## config.mk

```make
export PLATFORM = sky130hd
export DESIGN_NAME = iso_path_array
export DESIGN_NICKNAME = d
export VERILOG_FILES = /design/src/rtl/iso_path_pkg.sv /design/src/rtl/iso_path_lane.sv /design/src/rtl/iso_path_array.sv
export SDC_FILE = /design/constraint.sdc
export NUM_CORES = 1
export LEC_CHECK = 0
export CAP_MARGIN = 15
export CELL_PAD_IN_SITES_DETAIL_PLACEMENT = 0
export CELL_PAD_IN_SITES_GLOBAL_PLACEMENT = 2
export CORE_MARGIN = 3
export CORE_UTILIZATION = 26
export CTS_CLUSTER_SIZE = 12
export DETAILED_ROUTE_END_ITERATION = 8
export GPL_TIMING_DRIVEN = 0
export PLACE_DENSITY_LB_ADDON = 0.1
export SKIP_CTS_REPAIR_TIMING = 1
export SYNTH_ARGS = -nofsm -noshare
export SYNTH_HDL_FRONTEND = slang
export SYNTH_SLANG_ARGS = --single-unit
```

## constraint.sdc

```tcl
create_clock -name clk -period 6.5 [get_ports clk]
set_clock_uncertainty 0.15 [all_clocks]
set_input_delay 1.3 -clock clk [delete_from_list [all_inputs] [get_ports clk]]
set_output_delay 1.3 -clock clk [all_outputs]
set_load 0.1 [all_outputs]
```

## src/rtl/iso_path_pkg.sv

```systemverilog
// Shared lane-mode type and default sizing for the iso_path_array block.
package iso_path_pkg;

    typedef enum logic {
        NORMAL   = 1'b0,
        INVERTED = 1'b1
    } lane_mode_e;

    localparam int DEF_WIDTH = 8;
    localparam int DEF_N_CH  = 2;
    localparam int DEF_DEPTH = 2;
    localparam int DEF_CNT_W = 16;

endpackage

```

## src/rtl/iso_path_lane.sv

```systemverilog
// One path channel: first-stage logic, DEPTH delay stages, post-stage logic, output register.
// Latency: DEPTH+1 edges from i_adv acceptance to o_res.
// Backpressure: everything holds while i_adv is low; o_res reloads only on i_out_load.
module iso_path_lane
    import iso_path_pkg::*;
#(
    parameter int         WIDTH = DEF_WIDTH,
    parameter int         DEPTH = DEF_DEPTH,
    parameter lane_mode_e MODE  = NORMAL
) (
    input  logic             clk,
    input  logic             rst,
    input  logic             i_adv,
    input  logic             i_out_load,
    input  logic [WIDTH-1:0] i_a,
    input  logic [WIDTH-1:0] i_b,
    output logic [WIDTH-1:0] o_res
);

    logic [WIDTH-1:0] r_q [DEPTH];
    logic [WIDTH-1:0] r_a [DEPTH];
    logic [WIDTH-1:0] r_b [DEPTH];
    logic [WIDTH-1:0] r_res;

    logic [WIDTH-1:0] w_bx_in;
    logic [WIDTH-1:0] w_t0;
    logic [WIDTH-1:0] w_t1;
    logic [WIDTH-1:0] w_t2;
    logic [WIDTH-1:0] w_bx_out;
    logic [WIDTH-1:0] w_t3;
    logic [WIDTH-1:0] w_t4;

    assign w_bx_in = (MODE == INVERTED) ? ~i_b : i_b;
    assign w_t0    = i_a ^ w_bx_in;
    assign w_t1    = w_t0 & i_a;
    assign w_t2    = w_t1 | i_b;

    // Post-stage logic sees only the delayed operands, never the live inputs.
    assign w_bx_out = (MODE == INVERTED) ? ~r_b[DEPTH-1] : r_b[DEPTH-1];
    assign w_t3     = (MODE == INVERTED) ? (r_q[DEPTH-1] & r_a[DEPTH-1])
                                         : (r_q[DEPTH-1] & ~r_a[DEPTH-1]);
    assign w_t4     = w_t3 ^ w_bx_out;

    always_ff @(posedge clk) begin
        if (rst) begin
            for (int k = 0; k < DEPTH; k++) begin
                r_q[k] <= '0;
                r_a[k] <= '0;
                r_b[k] <= '0;
            end
            r_res <= '0;
        end else if (i_adv) begin
            r_q[0] <= w_t2;
            r_a[0] <= i_a;
            r_b[0] <= i_b;
            for (int k = 1; k < DEPTH; k++) begin
                r_q[k] <= r_q[k-1];
                r_a[k] <= r_a[k-1];
                r_b[k] <= r_b[k-1];
            end
            if (i_out_load) begin
                r_res <= w_t4;
            end
        end
    end

    assign o_res = r_res;

endmodule

```

## src/rtl/iso_path_array.sv

```systemverilog
// N_CH parallel iso-path channels with shared handshake; mismatch counter under ISO_MISMATCH_CNT_EN.
// Latency: DEPTH+1 edges from input acceptance to out_valid.
// Backpressure: single global enable; in_ready drops and all stages hold while out_valid && !out_ready.
module iso_path_array
    import iso_path_pkg::*;
#(
    parameter int              WIDTH    = DEF_WIDTH,
    parameter int              N_CH     = DEF_N_CH,
    parameter int              DEPTH    = DEF_DEPTH,
    parameter logic [N_CH-1:0] INV_MASK = '0,
    parameter int              CNT_W    = DEF_CNT_W
) (
    input  logic                  clk,
    input  logic                  rst,
    input  logic                  in_valid,
    output logic                  in_ready,
    input  logic [WIDTH-1:0]      in_a,
    input  logic [WIDTH-1:0]      in_b,
    output logic                  out_valid,
    input  logic                  out_ready,
    output logic [N_CH*WIDTH-1:0] out_data,
    input  logic                  cnt_clr,
    output logic [CNT_W-1:0]      mismatch_cnt,
    output logic                  mismatch_sticky
);

    logic [DEPTH-1:0] r_vld;
    logic             r_out_vld;
    logic             w_en;

    assign w_en      = !r_out_vld || out_ready;
    assign in_ready  = w_en && !rst;
    assign out_valid = r_out_vld;

    // Bubbles travel as cleared valid bits so the stage spacing is preserved.
    always_ff @(posedge clk) begin
        if (rst) begin
            r_vld     <= '0;
            r_out_vld <= 1'b0;
        end else if (w_en) begin
            r_vld[0] <= in_valid;
            for (int k = 1; k < DEPTH; k++) begin
                r_vld[k] <= r_vld[k-1];
            end
            r_out_vld <= r_vld[DEPTH-1];
        end
    end

    for (genvar c = 0; c < N_CH; c++) begin : g_lane
        iso_path_lane #(
            .WIDTH (WIDTH),
            .DEPTH (DEPTH),
            .MODE  (INV_MASK[c] ? INVERTED : NORMAL)
        ) u_lane (
            .clk        (clk),
            .rst        (rst),
            .i_adv      (w_en),
            .i_out_load (r_vld[DEPTH-1]),
            .i_a        (in_a),
            .i_b        (in_b),
            .o_res      (out_data[c*WIDTH +: WIDTH])
        );
    end

`ifdef ISO_MISMATCH_CNT_EN
    logic             w_diff;
    logic             w_hs;
    logic [CNT_W-1:0] r_cnt;
    logic             r_sticky;

    always_comb begin
        w_diff = 1'b0;
        for (int c = 1; c < N_CH; c++) begin
            if (out_data[c*WIDTH +: WIDTH] != out_data[WIDTH-1:0]) begin
                w_diff = 1'b1;
            end
        end
    end

    assign w_hs = r_out_vld && out_ready;

    // Clear wins over a same-cycle mismatch; the count saturates at all-ones.
    always_ff @(posedge clk) begin
        if (rst || cnt_clr) begin
            r_cnt    <= '0;
            r_sticky <= 1'b0;
        end else if (w_hs && w_diff) begin
            if (r_cnt != {CNT_W{1'b1}}) begin
                r_cnt <= r_cnt + CNT_W'(1);
            end
            r_sticky <= 1'b1;
        end
    end

    assign mismatch_cnt    = r_cnt;
    assign mismatch_sticky = r_sticky;
`else
    logic w_unused_cnt_clr;
    assign w_unused_cnt_clr = cnt_clr;
    assign mismatch_cnt     = '0;
    assign mismatch_sticky  = 1'b0;
`endif

endmodule

```

==> impl_metrics.py, run 1 <==
metrics = {
    "outcome": {
        "run_status": "complete, no violations",
    },
    "synth": {
        "synth.yosys.seq_area_share_pct": 65.5,
        "synth.avg_cell_area_um2": 13.6,
        "synth.cell_area_um2": 2540,
        "synth.yosys.warnings": 0,
        "yosys.cell_types.count": 20,
        "postSynthRegisterBits": 59,
        "post_synth_inst_count": 187,
    },
    "finish": {
        "area_occupied_by_multi_input_gates_um2": 688,
        "finish.net_count": 273,
        "layout.area.seq_um2": 1660,
        "signed_area_change_from_the_synthesized_netlist_to_the_final_layout_pct": 31.4,
        "diodes": 0,
        "post_route_cells_drive_above_1_share_pct": 20.6,
        "fillers": 1002,
        "layout.core_utilization_pct": 35.6,
    },
    "setup_path": {
        "endpoint_kind": "output pin",
        "critPathMaxStageDelay_ps": 1140,
        "timing.critical_path.from_type": "primary input",
        "critical-path-slowest-cell": "sky130_fd_sc_hd__clkdlybuf4s50_1",
        "cp_data_required_time_ps": 5050,
        "critical_path_class": "primary input to output pin",
        "reg2reg_depth": 3,
        "worst-endpoint-arrival_ps": 3540,
        "cp_max_fo": 10,
        "cp_cell_sequence": "clkdlybuf4s50_1 > nor2b_4 > nor2_2 > buf_6 > buf_6 > clkdlybuf4s50_1",
    },
    "power": {
        "comb_power_share_pct": 18.3,
        "net-switching-power_uw": 263,
        "power.share.switching_pct": 28.8,
        "vdd.ir_drop.worst_mv": 0.0899,
        "seq_power_share_pct": 48.0,
        "power-per-cell-area_nw_per_um2": 274,
        "cellInternalPower_uw": 651,
        "power_leakage_uw": 0.00132,
        "p_total_uw": 914,
        "pwr-share-clk_pct": 33.7,
    },
    "timing": {
        "number_of_endpoints_with_negative_hold_slack_in_the_final_report": 0,
        "maximum_clock_rate_mhz": 200,
        "totalNegativeSetupSlack_ps": 0,
        "slew_violations": 0,
        "worst-slew-pin-transition_ps": 974,
        "setup_viol_count_final": 0,
        "grt_setup_unrepaired": "no",
        "fin_crit_share_pct": 76.8,
        "fin_crit_ps": 4990,
        "relSlewSlack_pct": 34.9,
    },
    "run": {
        "maxCapViolations": 0,
    },
    "global_routing": {
        "groute.layer.met2.usage_pct": 12.6,
        "pin_count_of_the_biggest_net_entering_global_routing": 29,
        "globalRouteTotalUtil_pct": 8.91,
        "groute.layer.met1.usage_pct": 11.4,
        "grt_pass1_wl_um": 7300,
        "grt_overflow_total": 0,
        "number_of_global_route_vias_before_repair": 1349,
        "number_of_antenna_violations_at_the_first_check_in_global_routing": 0,
        "met3_usage_pct": 3.34,
        "globalRoute.busiestLayer": "met2",
    },
    "clock_network": {
        "cts_tree": "done",
        "numCtsBuffers": 9,
        "cts_htree_levels": 3,
        "clock_insertion_delay_at_the_later_pin_of_the_skew_report_ps": 330,
        "largest_buffer_count_on_any_clock_path": 2,
        "clock-sinks": 59,
        "clockRootBuffer": "sky130_fd_sc_hd__clkbuf_8",
        "clock_transition_at_the_register_clock_pins_on_the_worst_setup_and_hold_paths_after_cts_ps": 60,
    },
    "worst_hold_path": {
        "hold-path-cell-count": 2,
        "hold_class": "register to register",
    },
    "die": {
        "floorplan.die.height_um": 105,
        "die_area_um2": 11000,
        "fp.coreArea_um2": 9370,
        "rows": 35,
        "die_width_um": 105,
        "floorplan.initialDensity_pct": 27.1,
        "number_of_i_o_pins": 56,
    },
    "placed_design": {
        "place.port_buffers": 37,
        "dp.final_hpwl_um": 2910,
        "place.gp.congestion": 0.617,
    },
    "detailed_routing": {
        "post_drt_via_cell_ratio": 3.69,
        "detailedRoute.firstIterationViolations": 63,
        "antenna_left": 0,
        "detail_route.wl_per_cell_um": 11.6,
        "drc": 0,
        "count_of_vias_placed_by_the_detailed_router": 1426,
        "routed_wl_um": 4460,
        "drt_first_pass_iters": 4,
    },
}
-- synthesized netlist by cell type --
cell type / count / share of area (%)
sky130_fd_sc_hd__nor2b_1: 8 / 2.0
sky130_fd_sc_hd__dfxtp_1: 11 / 8.7
sky130_fd_sc_hd__buf_1: 1 / 0.15
sky130_fd_sc_hd__buf_2: 4 / 0.79
sky130_fd_sc_hd__and2_1: 41 / 10
sky130_fd_sc_hd__a211oi_2: 4 / 2.0
sky130_fd_sc_hd__nand2_1: 4 / 0.59
sky130_fd_sc_hd__o21a_1: 8 / 2.4
sky130_fd_sc_hd__a21oi_1: 10 / 2.0
sky130_fd_sc_hd__nor2_1: 2 / 0.30
sky130_fd_sc_hd__a211oi_1: 4 / 1.2
sky130_fd_sc_hd__nand2b_1: 2 / 0.49
sky130_fd_sc_hd__nor2_2: 1 / 0.25
sky130_fd_sc_hd__xnor2_1: 8 / 2.8
sky130_fd_sc_hd__edfxtp_1: 48 / 57
sky130_fd_sc_hd__nor2b_4: 1 / 0.54
sky130_fd_sc_hd__buf_4: 25 / 7.4
sky130_fd_sc_hd__clkbuf_1: 1 / 0.15
sky130_fd_sc_hd__buf_6: 3 / 1.3
sky130_fd_sc_hd__conb_1: 1 / 0.15
-- power by group through the flow --
stage / Sequential, uW / Clock, uW / Combinational, uW
global route: 442 / 336 / 177
CTS: 439 / 319 / 169
finish: 439 / 308 / 167
floorplan: 467 / 0 / 112
detailed placement: 447 / 0 / 169
global placement: 447 / 0 / 168
-- cell usage in the layout, fill, tap and decap left out --
master	instances
sky130_fd_sc_hd__clkinv_1	1
sky130_fd_sc_hd__edfxtp_1	48
sky130_fd_sc_hd__clkbuf_1	3
sky130_fd_sc_hd__and2_1	41
sky130_fd_sc_hd__xnor2_1	8
sky130_fd_sc_hd__clkinv_2	1
sky130_fd_sc_hd__a211oi_1	4
sky130_fd_sc_hd__buf_12	1
sky130_fd_sc_hd__dfxtp_1	11
sky130_fd_sc_hd__clkbuf_8	12
sky130_fd_sc_hd__clkdlybuf4s50_1	37
sky130_fd_sc_hd__nor2_2	1
sky130_fd_sc_hd__nor2b_4	1
sky130_fd_sc_hd__a21oi_1	10
sky130_fd_sc_hd__nand2b_2	1
sky130_fd_sc_hd__nor2_1	2
sky130_fd_sc_hd__o21a_1	8
sky130_fd_sc_hd__a211oi_2	4
sky130_fd_sc_hd__buf_1	1
sky130_fd_sc_hd__nor2b_1	8
sky130_fd_sc_hd__nand2_1	4
sky130_fd_sc_hd__buf_6	3
sky130_fd_sc_hd__buf_2	4
sky130_fd_sc_hd__nand2b_1	1
sky130_fd_sc_hd__conb_1	17
sky130_fd_sc_hd__buf_4	25
-- metrics by stage --
step,hold slack [ps],cell area (um2),setup WS [ps],std cells
floorplan,282,2600,3220,203
global placement,295,3130,1510,369
detailed placement,302,3150,1510,370
CTS,312,3330,1490,386
global route,327,3330,1420,386
finish,307,3330,1510,386
-- final timing paths --
check,from,endpoint,slack (ps)
max,out_ready,in_ready,1510
min,r_vld[0],r_vld[0],310
max reg2reg,out_valid,g_lane[1].u_lane.r_b[0][12],4850
min reg2reg,r_vld[0],r_vld[0],310
-- cell type report --
cell class | count | share of cell area [%]
Clock buffer | 14 | 5.18
Sequential cell | 59 | 49.9
Multi-Input combinational cell | 110 | 20.7
Tap cell | 129 | 4.84
Clock inverter | 2 | 0.263
Timing Repair Buffer | 38 | 11.7
Buffer | 34 | 7.47
-- worst max-delay path: cells and delay by family --
family / cells / cell delay (ps)
AND/OR/NAND/NOR: 2 / 230
buffers and inverters: 4 / 2010
-- flip-flops by register name (all words and copies together), names as in the netlist --
signal	count
g_lane.u_lane.r_b	16
g_lane.u_lane.o_res	8
g_lane.u_lane.r_a	16
out_valid	1
g_lane.u_lane.r_q	16
r_vld	2
-- kinds of logic after synthesis --
family                 count (synthesis)  synth area share (%)
AND/OR/NAND/NOR                       59                  14.3
AO/OA/AOI/OAI                         26                  7.50
other                                  1                 0.148
buffers and inverters                 34                  9.82
flip-flops                            59                  65.5
XOR/XNOR                               8                  2.76
-- layer usage --
layer	part of all wire, %	vias up
met3	8.1	11
met4	3.1	0
li1	-	728
met2	41	55
met5	0	-
met1	48	632
(Power assumes the default switching activity.)
==> inputs of run 2 (changes only) <==
Clock period 6.5 ns to 5.1 ns, I/O delays scaled along.
==> results of run 2 <==
The final DEF is identical to that of run 1. Status: complete, no violations.
Among the figures that moved: setup slack after placement 1510 ps -> 668 ps; setup slack after layout 1510 ps -> 668 ps; register-to-register setup slack 4850 ps -> 3450 ps; total power 914 uW -> 1160 uW; worst IR drop on VDD 0.0899 mV -> 0.115 mV
==> inputs of run 3 (changes only) <==
Settings changed: CTS_CLUSTER_SIZE 12 to unset.
==> results of run 3 <==
The final DEF is identical to that of run 1. Status: complete, no violations.
Among the figures that moved: setup slack after placement 1510 ps -> 668 ps; setup slack after layout 1510 ps -> 668 ps; register-to-register setup slack 4850 ps -> 3450 ps; total power 914 uW -> 1160 uW; worst IR drop on VDD 0.0899 mV -> 0.115 mV
